[config.mk]
export PLATFORM = sky130hd
export DESIGN_NAME = icache_fetch_unit
export DESIGN_NICKNAME = d
export VERILOG_FILES = /design/src/rtl/icache_fetch_unit.sv
export SDC_FILE = /design/constraint.sdc
export NUM_CORES = 2
export LEC_CHECK = 0
export CAP_MARGIN = 20
export CORE_UTILIZATION = 45
export CTS_CLUSTER_DIAMETER = 60
export CTS_CLUSTER_SIZE = 40
export DETAILED_ROUTE_END_ITERATION = 6
export DONT_BUFFER_PORTS = 1
export HOLD_SLACK_MARGIN = 0.1
export PLACE_DENSITY = 0.66
export SYNTH_ARGS = -nofsm -noshare
export SYNTH_HDL_FRONTEND = slang
export SYNTH_MEMORY_MAX_BITS = 65536
export SYNTH_SLANG_ARGS = --single-unit
export TNS_END_PERCENT = 100
[constraint.sdc]
create_clock -name clk -period 3.35 [get_ports clk]
set_input_delay 0.335 -clock clk [delete_from_list [all_inputs] [get_ports clk]]
set_output_delay 0.335 -clock clk [all_outputs]
set_load 0.005 [all_outputs]
[src/rtl/icache_fetch_unit.sv]
// Direct-mapped instruction cache with a counted-burst line fill controller.
// Hits return data in the same cycle; misses stall the front end while the line is fetched.
module icache_fetch_unit #(
    parameter int INDEX_BITS  = 5,
    parameter int OFFSET_BITS = 3
) (
    input  logic        clk,
    input  logic        rst_n,
    input  logic        fetch_req,
    input  logic [15:0] pc_addr,
    input  logic        inv_all,
    output logic [15:0] instr_out,
    output logic        instr_valid,
    output logic        miss_stall,
    output logic        mem_rd_en,
    output logic [15:0] mem_addr,
    input  logic        mem_data_valid,
    input  logic [15:0] mem_data,
    output logic [15:0] miss_count
);
    localparam int TW    = 16 - INDEX_BITS - OFFSET_BITS - 1;
    localparam int LINES = 1 << INDEX_BITS;
    localparam int WORDS = 1 << OFFSET_BITS;

    typedef enum logic {IDLE = 1'b0, FILL = 1'b1} state_t;

    logic [15:0]   data_mem [0:LINES*WORDS-1];
    logic [TW-1:0] tag_mem  [0:LINES-1];

    state_t                 state_q, state_d;
    logic [LINES-1:0]       valid_q, valid_d;
    logic [TW-1:0]          fill_tag_q, fill_tag_d;
    logic [INDEX_BITS-1:0]  fill_index_q, fill_index_d;
    logic [OFFSET_BITS:0]   req_cnt_q, req_cnt_d;
    logic [OFFSET_BITS-1:0] rcv_cnt_q, rcv_cnt_d;
    logic [15:0]            miss_count_q, miss_count_d;

    logic [TW-1:0]          pc_tag;
    logic [INDEX_BITS-1:0]  pc_index;
    logic [OFFSET_BITS-1:0] pc_offset;
    logic                   hit, miss, data_we, fill_done;
    logic                   unused_pc_bit;

    assign pc_tag        = pc_addr[15 -: TW];
    assign pc_index      = pc_addr[OFFSET_BITS+1 +: INDEX_BITS];
    assign pc_offset     = pc_addr[1 +: OFFSET_BITS];
    assign unused_pc_bit = pc_addr[0];
    assign miss_count    = miss_count_q;

    always_comb begin
        state_d      = state_q;
        valid_d      = valid_q;
        fill_tag_d   = fill_tag_q;
        fill_index_d = fill_index_q;
        req_cnt_d    = req_cnt_q;
        rcv_cnt_d    = rcv_cnt_q;
        miss_count_d = miss_count_q;
        instr_valid  = 1'b0;
        instr_out    = 16'h0000;
        miss_stall   = 1'b0;
        mem_rd_en    = 1'b0;
        mem_addr     = 16'h0000;

        hit       = fetch_req && valid_q[pc_index] && (tag_mem[pc_index] == pc_tag);
        miss      = fetch_req && !hit;
        data_we   = (state_q == FILL) && mem_data_valid;
        fill_done = data_we && (rcv_cnt_q == {OFFSET_BITS{1'b1}});

        if (inv_all) begin
            valid_d = '0;
        end

        case (state_q)
            IDLE: begin
                if (hit) begin
                    instr_valid = 1'b1;
                    instr_out   = data_mem[{pc_index, pc_offset}];
                end else if (miss) begin
                    miss_stall   = 1'b1;
                    fill_tag_d   = pc_tag;
                    fill_index_d = pc_index;
                    req_cnt_d    = '0;
                    rcv_cnt_d    = '0;
                    if (miss_count_q != 16'hFFFF) begin
                        miss_count_d = miss_count_q + 16'd1;
                    end
                    state_d = FILL;
                end
            end
            FILL: begin
                miss_stall = 1'b1;
                // MSB of req_cnt set means all line words have been requested
                if (!req_cnt_q[OFFSET_BITS]) begin
                    mem_rd_en = 1'b1;
                    mem_addr  = {fill_tag_q, fill_index_q, req_cnt_q[OFFSET_BITS-1:0], 1'b0};
                    req_cnt_d = req_cnt_q + (OFFSET_BITS+1)'(1);
                end
                if (data_we) begin
                    rcv_cnt_d = rcv_cnt_q + OFFSET_BITS'(1);
                end
                // The completing line wins over a simultaneous invalidate-all
                if (fill_done) begin
                    valid_d[fill_index_q] = 1'b1;
                    state_d               = IDLE;
                end
            end
            default: state_d = IDLE;
        endcase

        if (!rst_n) begin
            instr_valid = 1'b0;
            instr_out   = 16'h0000;
            miss_stall  = 1'b0;
            mem_rd_en   = 1'b0;
            mem_addr    = 16'h0000;
        end
    end

    always_ff @(posedge clk or negedge rst_n) begin
        if (!rst_n) begin
            state_q      <= IDLE;
            valid_q      <= '0;
            fill_tag_q   <= '0;
            fill_index_q <= '0;
            req_cnt_q    <= '0;
            rcv_cnt_q    <= '0;
            miss_count_q <= 16'h0000;
        end else begin
            state_q      <= state_d;
            valid_q      <= valid_d;
            fill_tag_q   <= fill_tag_d;
            fill_index_q <= fill_index_d;
            req_cnt_q    <= req_cnt_d;
            rcv_cnt_q    <= rcv_cnt_d;
            miss_count_q <= miss_count_d;
        end
    end

    // Storage arrays are not reset; valid bits alone decide whether a line is usable
    always_ff @(posedge clk) begin
        if (data_we) begin
            data_mem[{fill_index_q, rcv_cnt_q}] <= mem_data;
        end
        if (fill_done) begin
            tag_mem[fill_index_q] <= fill_tag_q;
        end
    end
endmodule

==> results.md <==
| Result | This run |
| --- | --- |
| Global-route wire length before repair | 585,900 um |
| Crit Path Max Fanout | 9 |
| Count of routing violations after the opening detailed-route iteration | 10,880 |
| Total routed wirelength | 416,600 um |
| Most frequent cells in the layout | edfxtp_1, mux4_2, buf_4 |
| HP Start | mem_data[10] |
| Reg-to-reg slack, setup | 0.29 ns |
| Average wire length per cell after detail routing | 33.62 um |
| Post-detailed-route count of antenna-violating nets | 0 |
| Crit path capture | instr_out[1] |
| Layout cells sized above 1 | 30.93% |
| # rows | 224 |
| Via count of the first global-routing pass | 75,960 |
| Detailed Routing Iterations Pass 1 | 7 |
| Top flip-flop cell by instance count after synthesis | edfxtp_1 |
| Transition at the pin with the smallest max-transition slack | 2.255 ns |
| TritonCTS buffer count | 219 |
| Post-synthesis register bit count | 4,388 |
| Worst-skew pair later-pin latency | 0.96 ns |
| Violated checks | DRC, hold timing, slew limit, setup timing |
| Leading cell type in the layout, fill and taps excluded | edfxtp_1 |
| Port-buffer cells | 0 |
| Ports placed on the boundary | 88 |
| Start point of the critical path | tag_mem[25][5]$_DFFE_PP_ |
| Run status | finished with violations |
| RSZ-0062 raised after global routing | true |
| Arrival time at the worst endpoint | 3.85 ns |
| CP Data Required Time | 3.01 ns |
| Gate count of the mapped netlist | 6,901 |
| Final Util | 50.12% |
| Post-synthesis average cell area | 24.41 sq um |
| Deepest level of the CTS H-tree | 4 |
| Kind of path behind the tightest hold check | primary input to register |
| Number of hold-slack violations in the final timing report | 389 |
| TritonCTS clock tree | yes |
| Bufs on Longest Clock Path | 4 |
| Cell Area, Placed | 0.1762 sq mm |
| Number of setup violations in the final report | 18 |
| Standard cell core area | 0.3725 sq mm |
| Standby leakage power | 56.95 nW |
| Cell Pwr Density | 550.9 mW/mm^2 |
| Post-DR vias/cell | 6.158 |
| Worst Setup Slack post-DPL | -3.028 ns |
| Final Worst Setup Slack | -0.8333 ns |
| Area growth from synthesis to layout | 10.84% |
| Headroom to the max-slew limit | -50.33% |
| Post-synth cell types | 43 |
| Kind of end point of the critical path | primary output |
| GR Overflow Total | 0 |
| Starting density of the core | 45.22% |
| R2R Path End | miss_count[1]$_DFFE_PN0P_ |
| Cells on worst reg2reg path | 10 |
| Final weighted congestion in routability-driven placement | 0.7970 |
| # clock sinks | 4,388 |
| Startpoint type of the worst setup path | register |
| Die Width | 613.8 um |
| Final total negative setup slack | -14.02 ns |
| Overall via count from detail_route | 76,290 |
| Max-slew violation total from the final report | 629 |
| Clock Root Buffer | clkbuf_16 |
| Fraction of synthesis flops using an asynchronous set or reset pin | 1.550% |
| Final Skew | 0.09397 ns |
| Number of antenna violations at the first check in global routing | 12 |
| Highest Clock Rate | 239.0 MHz |
| Minimum period implied by the final worst setup slack | 4.183 ns |
| Pin count of the biggest net entering global routing | 316 |
| Net Count, Synth | 6,945 |
| EDFF count, synth | 4,320 |
| Combined global-route utilization of all metal layers | 22.06% |
| Final design area excluding fillers | 0.1867 sq mm |
| Clock-pin slew on the worst setup and hold paths | 0.11 ns |
| Die height | 613.8 um |
| Placed wire-length estimate after detailed placement | 215,400 um |
| Number of warnings issued by yosys | 0 |
| Die ar. | 0.3767 sq mm |
| Sequential cell area fraction in the yosys report | 78.03% |
| RR Startpoint | tag_mem[25][5]$_DFFE_PP_ |
| Worst-case vdd ir drop | 0.6162 mV |
| # Max-Cap Violations | 0 |
| Tcrit/Tclk final | 124.9% |
| Final net count | 7,267 |
| Syn Std Cell Area | 0.1684 sq mm |
| Tightest hold margin | -0.3329 ns |
| Worst Path Class, Setup | register to primary output |
| Number of DRC violations after detailed routing | 24 |
[power by group]
part | leakage [nW] | internal (mW) | total [mW] | switching [mW]
combinational | 13.3 | 2.88 | 7.44 | 4.56
sequential | 39.7 | 61.3 | 61.8 | 0.431
clock | 3.89 | 13.9 | 33.7 | 19.7
[per-stage QoR]
| stage | std cells | total power [mW] |
|---|---|---|
| 2_1_floorplan | 6901 | 66.93 |
| 6_report | 12390 | 102.8 |
| 5_1_grt | 12380 | 105.4 |
| 3_5_place_dp | 11870 | 69.30 |
| 3_3_place_gp | 11870 | 69.17 |
| 4_1_cts | 12370 | 103.2 |
[worst max-delay path, stage by stage, from the launching register on]
cell and delay, ns:
edfxtp_1 0.40, mux4_2 0.47, mux4_2 0.54, mux2i_2 0.20
xor2_1 0.21, and4_4 0.29, nand4_2 0.17, buf_12 0.22
buf_4 0.15, a21oi_4 0.22
[area by class of cell]
| type | instances | area, sq um |
|---|---|---|
| sequential | 4388 | 131400 |
| multi-input combinational | 2075 | 35310 |
| inverter | 39 | 146.4 |
| clock inverter | 172 | 2585 |
| fill | 28470 | 185800 |
| clock buffer | 231 | 5589 |
| timing repair buffer | 500 | 5374 |
| antenna | 12 | 30.03 |
| tap | 4972 | 6221 |
[how the worst min path moves through the flow]
stage	end	slack [ns]	cells after the start
2_1_floorplan	fill_index_q[0]$_DFFE_PN0P_	0.04	0
3_3_place_gp	miss_count[10]$_DFFE_PN0P_	0.04	0
3_5_place_dp	miss_count[11]$_DFFE_PN0P_	0.04	0
4_1_cts	data_mem[47][10]$_DFFE_PP_	-0.42	0
5_1_grt	data_mem[216][13]$_DFFE_PP_	-0.39	0
6_report	data_mem[44][10]$_DFFE_PP_	-0.33	0
[metal layers]
layer | wire length [um] | vias to the layer above | part of all wire (%) | global-route usage, %
li1 | - | 30220 | - | -
met1 | 160000 | 41910 | 38 | 30.80
met2 | 205900 | 3625 | 49 | 36.39
met3 | 35420 | 530 | 8.5 | 3.000
met4 | 15230 | 2 | 3.7 | 6.762
met5 | 13 | - | 0.0031 | 0
[state kept, by name, summed over array words and instances, names as in the netlist]
name,flops
data_mem,4096
fill_index_q,5
fill_tag_q,7
miss_count,16
rcv_cnt_q,3
req_cnt_q,4
state_q,1
tag_mem,224
valid_q,32
[cells by family (layout without fill, tap and decap cells)]
| kind of cell | Yosys count | after routing | synth area share, % |
|---|---|---|---|
| compound gates | 119 | 119 | 0.4888 |
| mux | 1467 | 1467 | 19.04 |
| flops | 4388 | 4388 | 78.03 |
| other cells | 1 | 13 | 0.002226 |
| fa+ha+maj | 7 | 7 | 0.05200 |
| xor+xnor | 25 | 25 | 0.1300 |
| simple gates | 456 | 456 | 1.151 |
| buf+inv | 438 | 942 | 1.110 |
[synthesized netlist by cell type, types with 19 or more instances]
library cell	n	area, sq um
mux4_2	1386	31210
a21oi_1	19	95.09
xnor2_1	22	192.7
clkbuf_1	230	863.3
edfxtp_1	4320	129700
nand2_1	56	210.2
nor2_1	308	1156
buf_1	28	105.1
o22ai_1	32	200.2
buf_2	129	645.6
inv_1	38	142.6
mux2i_1	64	640.6
nand3_1	25	125.1
a22oi_1	56	420.4
dfrtp_1	68	1702
[what timing repair did]
| action | 4_1_cts | 5_1_grt |
|---|---|---|
| gates cloned | 35 | 0 |
| hold buffers | 51 | 5 |
| setup buffers | 12 | 0 |
| endpoints found under the setup margin | 18 | 18 |
| pin swaps | 2 | 1 |
| hold endpoints to repair | 4232 | 1241 |
| gates resized for setup | 38 | 6 |
(Power assumes the default switching activity.)
